==> src/rtl/msg_pkg.sv <==
// Shared constants for the scrolling-message display: character codes,
// active-low glyphs and the power-on message.
package msg_pkg;

    localparam int unsigned CHAR_W = 3;
    localparam int unsigned SEG_W  = 7;

    typedef logic [CHAR_W-1:0] char_t;
    typedef logic [SEG_W-1:0]  seg_t;

    localparam char_t CH_H     = 3'b000;
    localparam char_t CH_E     = 3'b001;
    localparam char_t CH_L     = 3'b010;
    localparam char_t CH_O     = 3'b011;
    localparam char_t CH_BLANK = 3'b111;

    // Segment order g..a, bit 0 = a, 0 = lit
    localparam seg_t SEG_H     = 7'b0001001;
    localparam seg_t SEG_E     = 7'b0000110;
    localparam seg_t SEG_L     = 7'b1000111;
    localparam seg_t SEG_O     = 7'b1000000;
    localparam seg_t SEG_BLANK = 7'b1111111;

    // Power-on buffer contents: HELLO followed by blanks
    function automatic char_t reset_char(input int unsigned idx);
        char_t c;
        case (idx)
            0:       c = CH_H;
            1:       c = CH_E;
            2:       c = CH_L;
            3:       c = CH_L;
            4:       c = CH_O;
            default: c = CH_BLANK;
        endcase
        return c;
    endfunction

endpackage

==> src/rtl/char_to_seg.sv <==
// Character code to active-low 7-segment glyph; codes 100-111 are blank.
module char_to_seg
    import msg_pkg::*;
(
    input  logic [CHAR_W-1:0] code_i,
    output logic [SEG_W-1:0]  seg_c_o
);

    always_comb begin
        seg_c_o = SEG_BLANK;
        case (code_i)
            CH_H:    seg_c_o = SEG_H;
            CH_E:    seg_c_o = SEG_E;
            CH_L:    seg_c_o = SEG_L;
            CH_O:    seg_c_o = SEG_O;
            default: seg_c_o = SEG_BLANK;
        endcase
    end

endmodule

==> src/rtl/msg_scroller.sv <==
// Scrolling-message controller: 8-entry character buffer viewed through a
// rotating window, advanced by a programmable tick or a manual step edge.
module msg_scroller
    import msg_pkg::*;
#(
    parameter int unsigned NUM_DIGITS = 5,
    parameter int unsigned MSG_LEN    = 8,
    parameter int unsigned TICK_DIV   = 50_000_000
) (
    input  logic                          clk,
    input  logic                          rst_n,
    input  logic                          run,
    input  logic                          dir,
    input  logic                          step,
    input  logic                          wr_en,
    input  logic [$clog2(MSG_LEN)-1:0]    wr_addr,
    input  logic [CHAR_W-1:0]             wr_char,
    output logic [CHAR_W*NUM_DIGITS-1:0]  code_out,
    output logic [SEG_W*NUM_DIGITS-1:0]   hex_n,
    output logic                          shift_pulse
);

    localparam int unsigned AW     = $clog2(MSG_LEN);
    localparam int unsigned CW     = $clog2(TICK_DIV);
    localparam int unsigned CODE_W = CHAR_W * NUM_DIGITS;

    logic [CW-1:0]     cnt_q, cnt_d;
    logic              tick_c;
    logic              step_q;
    logic              step_req_c;
    logic              shift_c;
    logic [AW-1:0]     head_q, head_d;
    char_t             msg_q [MSG_LEN];
    char_t             msg_d [MSG_LEN];
    logic [CODE_W-1:0] code_q, code_d;
    logic              pulse_q;

    // Tick divider: held at zero while run is low
    always_comb begin
        tick_c = run && (cnt_q == CW'(TICK_DIV - 1));
        cnt_d  = '0;
        if (run && !tick_c) begin
            cnt_d = cnt_q + CW'(1);
        end
    end

    assign step_req_c = step & ~step_q;
    assign shift_c    = tick_c | step_req_c;

    // Next head, next buffer and the window over them
    always_comb begin
        head_d = head_q;
        if (shift_c) begin
            head_d = dir ? head_q - AW'(1) : head_q + AW'(1);
        end

        msg_d = msg_q;
        if (wr_en) begin
            msg_d[wr_addr] = wr_char;
        end

        code_d = '0;
        for (int unsigned i = 0; i < NUM_DIGITS; i++) begin
            code_d[CHAR_W*(NUM_DIGITS-1-i) +: CHAR_W] = msg_d[head_d + AW'(i)];
        end
    end

    always_ff @(posedge clk or negedge rst_n) begin
        if (!rst_n) begin
            cnt_q   <= '0;
            step_q  <= 1'b0;
            head_q  <= '0;
            pulse_q <= 1'b0;
            for (int unsigned i = 0; i < MSG_LEN; i++) begin
                msg_q[i] <= reset_char(i);
            end
            code_q <= '0;
            for (int unsigned i = 0; i < NUM_DIGITS; i++) begin
                code_q[CHAR_W*(NUM_DIGITS-1-i) +: CHAR_W] <= reset_char(i);
            end
        end else begin
            cnt_q   <= cnt_d;
            step_q  <= step;
            head_q  <= head_d;
            pulse_q <= shift_c;
            msg_q   <= msg_d;
            code_q  <= code_d;
        end
    end

    assign code_out    = code_q;
    assign shift_pulse = pulse_q;

    for (genvar k = 0; k < NUM_DIGITS; k++) begin : g_digit
        char_to_seg u_seg (
            .code_i  (code_q[CHAR_W*k +: CHAR_W]),
            .seg_c_o (hex_n[SEG_W*k +: SEG_W])
        );
    end

endmodule

==> config.mk <==
export PLATFORM = sky130hd
export DESIGN_NAME = msg_scroller
export DESIGN_NICKNAME = d
export VERILOG_FILES = /design/src/rtl/msg_pkg.sv /design/src/rtl/char_to_seg.sv /design/src/rtl/msg_scroller.sv
export SDC_FILE = /design/constraint.sdc
export NUM_CORES = 1
export LEC_CHECK = 0
export BUFFER_PORTS_ARGS = -buffer_cell sky130_fd_sc_hd__buf_2
export CAP_MARGIN = 20
export CORE_MARGIN = 4
export CORE_UTILIZATION = 24
export CTS_CLUSTER_DIAMETER = 150
export DETAILED_ROUTE_END_ITERATION = 8
export GPL_ROUTABILITY_DRIVEN = 0
export SYNTH_ARGS = -nofsm -noshare
export SYNTH_HDL_FRONTEND = slang
export SYNTH_SLANG_ARGS = --single-unit
==> constraint.sdc <==
create_clock -name clk -period 4.48 [get_ports clk]
set_clock_uncertainty 0.15 [all_clocks]
set_input_delay 0.224 -clock clk [delete_from_list [all_inputs] [get_ports clk]]
set_output_delay 0.224 -clock clk [all_outputs]
set_load 0.005 [all_outputs]
==> impl_results.md, run 1 <==
* Outcome: finished clean
* Area of the core at 16760 um2
* Critical Path RT at 4.54 ns
* Core Util, Final at 29.13%
* Worst setup margin at 0.5533 ns
* Detail Route Antenna Nets at 0
* Setup crit start: cnt_q[0]
* Share of synthesized area occupied by flip-flops and latches at 42.95%
* Most frequent cells in the layout: 62 x buf_2, 51 x nor2_1, 51 x dfrtp_1
* Number of failing hold endpoints at the final stage at 0
* Horizontal die dimension at 139.2 um
* Max Transition Viols Final at 0
* Tcrit/Tclk final at 87.65%
* Proportion of layout cells with a drive suffix above 1 at 31.56%
* DIE HEIGHT at 139.2 um
* Area of the die at 19390 um2
* Root Driver: clkbuf_16
* Placement Setup Slack at 0.6334 ns
* Rows at 47
* Fraction of registers with async set or reset after synthesis at 100.0%
* Yosys warning total at 0
* Total leakage power at 0.002162 uW
* Combined global-route utilization of all metal layers at 10.33%
* Vias in the first global route at 3010
* Clock sink count at 70
* Pin count of the biggest net entering global routing at 41
* Effective utilization at floorplan at 24.67%
* Max-cap viol count at 0
* Worst Setup End Kind: flop
* First drt pass iteration count at 4
* Slew at the pin with the worst max-slew slack at 0.9563 ns
* Reg-to-reg startpoint: cnt_q[0]
* Mean area per synthesized cell at 10.52 um2
* Via count at 3055
* Commonest register cell after synthesis: dfrtp_1
* Startpoint of the most critical hold path: run
* Area grow syn2layout at 18.10%
* Global-route wire length before repair at 16190 um
* Crit path kind: flop to flop
* Setup repair after global routing missed its margin: no
* Count of flip-flops with a built-in enable after synthesis at 0
* Areal power density over the cells at 662.7 nW/um2
* Gate count of the mapped netlist at 393
* Clock slew at reported path FFs at 0.06 ns
* Number of distinct standard cells referenced by the synthesized netlist at 54
* Wire length on met3 at 544 um
* PortBufs at 62
* VDD IR-drop max at 268.2 uV
* CTS tree: yes
* Most common cell after layout, fill and taps aside: buf_2
* Largest fanout of any net on the critical path at 15
* Met1 wire length at 4246 um
* Total global routing overflow at 0
* Period minus WS final at 3.927 ns
* Total Wirelength at 9875 um
* HPWL Detailed at 7352 um
* Remaining routing DRC violations at 0
* Min-delay worst type: input port to flop
* Initial antenna violation count at 0
* Total CTS buffers at 9
* #FFs+latches synth at 70
* Clock insertion delay at the later pin of the skew report at 0.33 ns
* # setup viols final at 0
* Average wire per standard cell at 14.74 um
* Number of antenna diodes at 0
* Cell Count Post-Placement at 652
* Startpoint type of the worst setup path: flop
* Highest achievable clock rate at 0.2547 GHz
* Number of vias per cell at 4.560
* DRC marker count from the first detailed-route iteration at 255
* Slew HR at 36.24%
* H-tree levels at 3
* Routed length on met2 at 4965 um
* Final #Nets at 460
* I/O pin count at 63
* Post-CTS Repair Setup Buffers at 0
* Data arrival at the endpoint of the critical path at 3.98 ns
* Number of buffers on the longest clock path at 2
* Hold slack at 0.07076 ns
* Top routing layer in use: met4
* Number of non-filler instances in the completed layout at 670
* Summed instance area of the synthesized netlist at 4134 um2
* Synth Net Count at 408
* Accumulated negative setup slack at 0 ns
-- repair_timing --
action,4_1_cts,5_1_grt
resized for setup,0,0
endpoints found under the hold margin,16,0
hold buffers,2,0
-- kinds of logic after synthesis --
| kind of cell | count (synthesis) | synth area share [%] |
|---|---|---|
| mux | 52 | 16.25 |
| fa+ha+maj | 3 | 1.090 |
| xor+xnor | 34 | 7.839 |
| flops | 70 | 42.95 |
| simple gates | 130 | 16.83 |
| compound gates | 51 | 8.596 |
| buf+inv | 53 | 6.447 |
-- through the flow --
stage | cell area, um2 | power [uW]
2_1_floorplan | 4134 | 2195
4_1_cts | 4882 | 3266
3_3_place_gp | 4594 | 2566
3_5_place_dp | 4594 | 2605
6_report | 4882 | 3236
5_1_grt | 4882 | 3463
-- power breakdown --
part           internal (uW)  switching (uW)
sequential               814             143
clock                    372             264
combinational            801             841
total                   1990            1250
-- worst max-delay path, cell delays in order, from the launching register on --
cell     delay [ns]
dfrtp_1        0.39
ha_1           0.20
and3_2         0.25
nand4_4        0.18
o31ai_4        0.27
buf_4          0.27
mux2i_1        0.61
inv_1          0.26
ha_1           0.28
xnor2_1        0.39
mux4_2         0.55
-- metal layers --
metal | vias up | track usage [%]
met5 | - | 0
met2 | 79 | 17.18
met1 | 1508 | 12.94
met4 | 0 | 3.244
met3 | 11 | 3.087
li1 | 1457 | -
-- area by class of cell --
type	instances	area [um2]
clock buffer	10	229.0
fill	1740	11880
sequential	70	1775
clock inverter	6	38.79
multi-input combinational	270	2106
tap	220	275.3
timing repair buffer	68	360.3
inverter	26	97.59
-- Yosys cell counts (all sizes together), types with 12 or more instances --
cell type	number	share of area (%)
a21oi	24	3.1
mux2i	30	7.3
xnor2	17	4.1
nor2	51	4.6
clkbuf	12	1.1
inv	26	2.4
nand3	15	1.8
dfstp	19	12
xor2	17	3.8
nand2	15	1.4
buf	15	3.0
dfrtp	51	31
-- path summary, 6_finish.rpt --
kind                                end  slack (ns)  cells past startpoint
max                        code_out[10]        0.55                     10
min                            cnt_q[6]        0.07                      2
max reg2reg                code_out[10]        0.55                     10
min reg2reg                    cnt_q[0]        0.35                      1
max in group asynchronous     msg_q[13]        2.84                      3
min in group asynchronous  code_out[10]        0.34                      2
-- registers in the layout, indices dropped and copies added, names as in the netlist --
name         flops
msg_q           24
head_q           3
cnt_q           26
step_q           1
shift_pulse      1
code_out        15
Power figures use the tool's default switching activity.
==> inputs of run 2 (changes only) <==
--- a/config.mk
+++ b/config.mk
@@ -5,12 +5,12 @@
 export SDC_FILE = /design/constraint.sdc
 export NUM_CORES = 1
 export LEC_CHECK = 0
-export BUFFER_PORTS_ARGS = -buffer_cell sky130_fd_sc_hd__buf_2
 export CAP_MARGIN = 20
 export CORE_MARGIN = 4
 export CORE_UTILIZATION = 24
 export CTS_CLUSTER_DIAMETER = 150
 export DETAILED_ROUTE_END_ITERATION = 8
+export DONT_BUFFER_PORTS = 1
 export GPL_ROUTABILITY_DRIVEN = 0
 export SYNTH_ARGS = -nofsm -noshare
 export SYNTH_HDL_FRONTEND = slang
==> run 2 against run 1 <==
Sequential cell count is the same. Non-clock buffer count down 56. Final area decreased by 4.7%. Via count fell by 4.8%. Global-route usage grew 0.069 points. Clock power is 3.6% higher. Worst hold slack lost 0.066 ns. Critical path depth is 1 lower. Maximum frequency is 12% higher. Clock-buffer cell count up 5. Worst setup slack improved by 0.43 ns. Final cell count fell by 8.4%. Critical path type unchanged. Largest cell class unchanged.
==> impl_results.md, run 2 (synthesized netlist as in run 1, its figures left out) <==
* Rows at 47 (unchanged)
* Effective utilization at floorplan at 24.67% (unchanged)
* Largest register FFs at 26 (unchanged)
* Initial antenna violation count at 0 (unchanged)
* Fill count at 1759 (+1.1%)
* Horizontal die dimension at 139.2 um (unchanged)
* Most frequent cells in the layout: 51 x nor2_1, 51 x dfrtp_1, 30 x mux2i_1
* Global-route wire length before repair at 16010 um (-1.1%)
* Worst setup margin at 0.9789 ns (+0.4256 ns)
* Number of buffers on the longest clock path at 2 (unchanged)
* Max Transition Viols Final at 0 (unchanged)
* Critical Path RT at 4.57 ns (+0.03 ns)
* Outcome: finished clean
* Worst-case register-to-register setup slack at 0.98 ns (+0.43 ns)
* Largest fanout of any net on the critical path at 19 (+4)
* Remaining routing DRC violations at 0 (unchanged)
* Slew HR at 42.32% (+6.1 points)
* Slowest CP cell: mux4_2
* Worst reg2reg path endpoint: code_out[14]
* Setup repair after global routing missed its margin: no
* Min-delay worst type: input port to flop
* DRC marker count from the first detailed-route iteration at 268 (+5.1%)
* Timing endpoint of the critical path: code_out[14]
* I/O pin count at 63 (unchanged)
* Total global routing overflow at 0 (unchanged)
* Vias in the first global route at 3048 (+1.3%)
* First drt pass iteration count at 4 (unchanged)
* Cell Count Post-Placement at 591 (-9.4%)
* Root Driver: clkbuf_16
* Clock sink count at 70 (unchanged)
* Combined global-route utilization of all metal layers at 10.40% (+0.069 points)
* Areal power density over the cells at 655.0 nW/um2 (-1.2%)
* HPWL Detailed at 7216 um (-1.8%)
* CP cell instances: ha_1 -> and3_2 -> nand4_4 -> o31ai_4 -> buf_4 -> xor2_2 -> buf_4 -> mux4_2 -> o21ai_0
* Area of the die at 19390 um2 (unchanged)
* Final #Nets at 404 (-12%)
* Crit path kind: flop to flop
* Pin count of the biggest net entering global routing at 71 (+73%)
* Tcrit/Tclk final at 78.15% (-9.5 points)
* Period minus WS final at 3.501 ns (-0.4256 ns)
* Data arrival at the endpoint of the critical path at 3.59 ns (-0.39 ns)
* Post-placement cell area at 4283 um2 (-6.8%)
* Family of cells with the greatest summed delay on the critical path: compound AO/OA/AOI/OAI gates
* Worst Reg-to-Reg Cells at 9 (-1)
* Placement Setup Slack at 1.003 ns (+0.3696 ns)
* PortBufs at 0 (-100%)
* CTS tree: yes
* Highest achievable clock rate at 0.2856 GHz (+12%)
* Startpoint type of the worst setup path: flop
* Largest Register: cnt_q
* Number of failing hold endpoints at the final stage at 0 (unchanged)
* Number of vias per cell at 4.738 (+3.9%)
* Number of antenna diodes at 0 (unchanged)
* Final standard cell area without fillers at 4653 um2 (-4.7%)
* Cell with the most instances on the worst path: buf_4
* DIE HEIGHT at 139.2 um (unchanged)
* Worst Setup End Kind: flop
* Total CTS buffers at 9 (unchanged)
* VDD IR-drop max at 292.3 uV (+9.0%)
* Via count at 2909 (-4.8%)
* Clock slew at reported path FFs at 0.05 ns (about the same)
* Levels on crit path at 9 (-1)
* Average wire per standard cell at 15.87 um (+7.7%)
* Total leakage power at 0.001969 uW (-8.9%)
* Proportion of layout cells with a drive suffix above 1 at 20.30% (-11 points)
* Detail Route Antenna Nets at 0 (unchanged)
* Number of buffers and inverters on the critical path at 2 (unchanged)
* Reg-to-reg startpoint: cnt_q[0]
* Core Util, Final at 27.76% (-1.4 points)
* Clock insertion delay at the later pin of the skew report at 0.33 ns (about the same)
* Area grow syn2layout at 12.56%
* Number of non-filler instances in the completed layout at 614 (-8.4%)
* Post-CTS Repair Setup Buffers at 0 (unchanged)
* Accumulated negative setup slack at 0 ns (unchanged)
* Max-cap viol count at 0 (unchanged)
* Slew at the pin with the worst max-slew slack at 0.8536 ns (-0.1028 ns)
* Delay of the slowest cell on the worst path at 0.54 ns (-0.07 ns)
* Total Wirelength at 9742 um (-1.3%)
* Area of the core at 16760 um2 (unchanged)
* # setup viols final at 0 (unchanged)
* H-tree levels at 3 (unchanged)
* Setup crit start: cnt_q[0]
## run 2: cell types whose count changed in the layout (fill, tap and decap cells not counted), moves of 2 or more
cell / change
clkinvlp_4: -2
dlygate4sd3_1: +4
clkbuf_1: +2
buf_2: -62
clkinv_2: -2
clkbuf_8: +3
## run 2: power by group
part           internal [uW]  leakage [uW]  switching [uW]
logic                    641      0.000970             753
registers                815      0.000859             179
clock network            419      0.000140             240
total                   1870       0.00197            1170
## run 2: per-layer routing
| layer | routed length [um] | share of wire, % | global-route usage [%] |
|---|---|---|---|
| met1 | 4026 | 41 | 12.71 |
| met2 | 4950 | 51 | 17.68 |
| met3 | 575 | 5.9 | 2.916 |
| met4 | 190 | 2.0 | 3.502 |
| met5 | 0 | 0 | 0 |
## run 2: worst register-to-register path: stages (launching register included)
cell,delay [ns]
dfrtp_1,0.38
ha_1,0.19
and3_2,0.24
nand4_4,0.17
o31ai_4,0.44
buf_4,0.28
xor2_2,0.45
buf_4,0.35
mux4_2,0.54
o21ai_0,0.21
## run 2: area by class of cell
cell class | count | area, um2 | area share [%]
tap | 220 | 275.3 | 5.916
clock buffer | 15 | 277.8 | 5.969
clock inverter | 1 | 5.005 | 0.1076
inverter | 26 | 97.59 | 2.097
sequential | 70 | 1775 | 38.16
timing repair buffer | 12 | 125.1 | 2.689
multi-input combinational | 270 | 2097 | 45.07
## run 2: how the worst min path moves through the flow
| stage | start | endpoint | slack [ns] | cells past startpoint |
|---|---|---|---|---|
| 6_report | wr_char[0] | msg_q[9] | 0.005 | 2 |
| 5_1_grt | wr_char[2] | msg_q[5] | 0.008 | 1 |
| 3_5_place_dp | rst_n | cnt_q[16] | -0.22 | 0 |
| 3_3_place_gp | rst_n | cnt_q[17] | -0.22 | 0 |
| 2_1_floorplan | rst_n | cnt_q[0] | -0.22 | 0 |
| 4_1_cts | wr_char[0] | msg_q[9] | 0.0003 | 2 |
## run 2: timing repair
item,CTS,global route
resized for setup,0,0
endpoints found under the hold margin,83,0
setup endpoints to repair,0,0
hold buffers,7,0
## run 2: through the flow
stage / hold WS [ns] / power [uW]
3_5_place_dp: -0.2162 / 2379
6_report: 0.005246 / 3048
3_3_place_gp: -0.2157 / 2335
4_1_cts: 0.0003144 / 3082
2_1_floorplan: -0.2216 / 2195
5_1_grt: 0.007687 / 3261
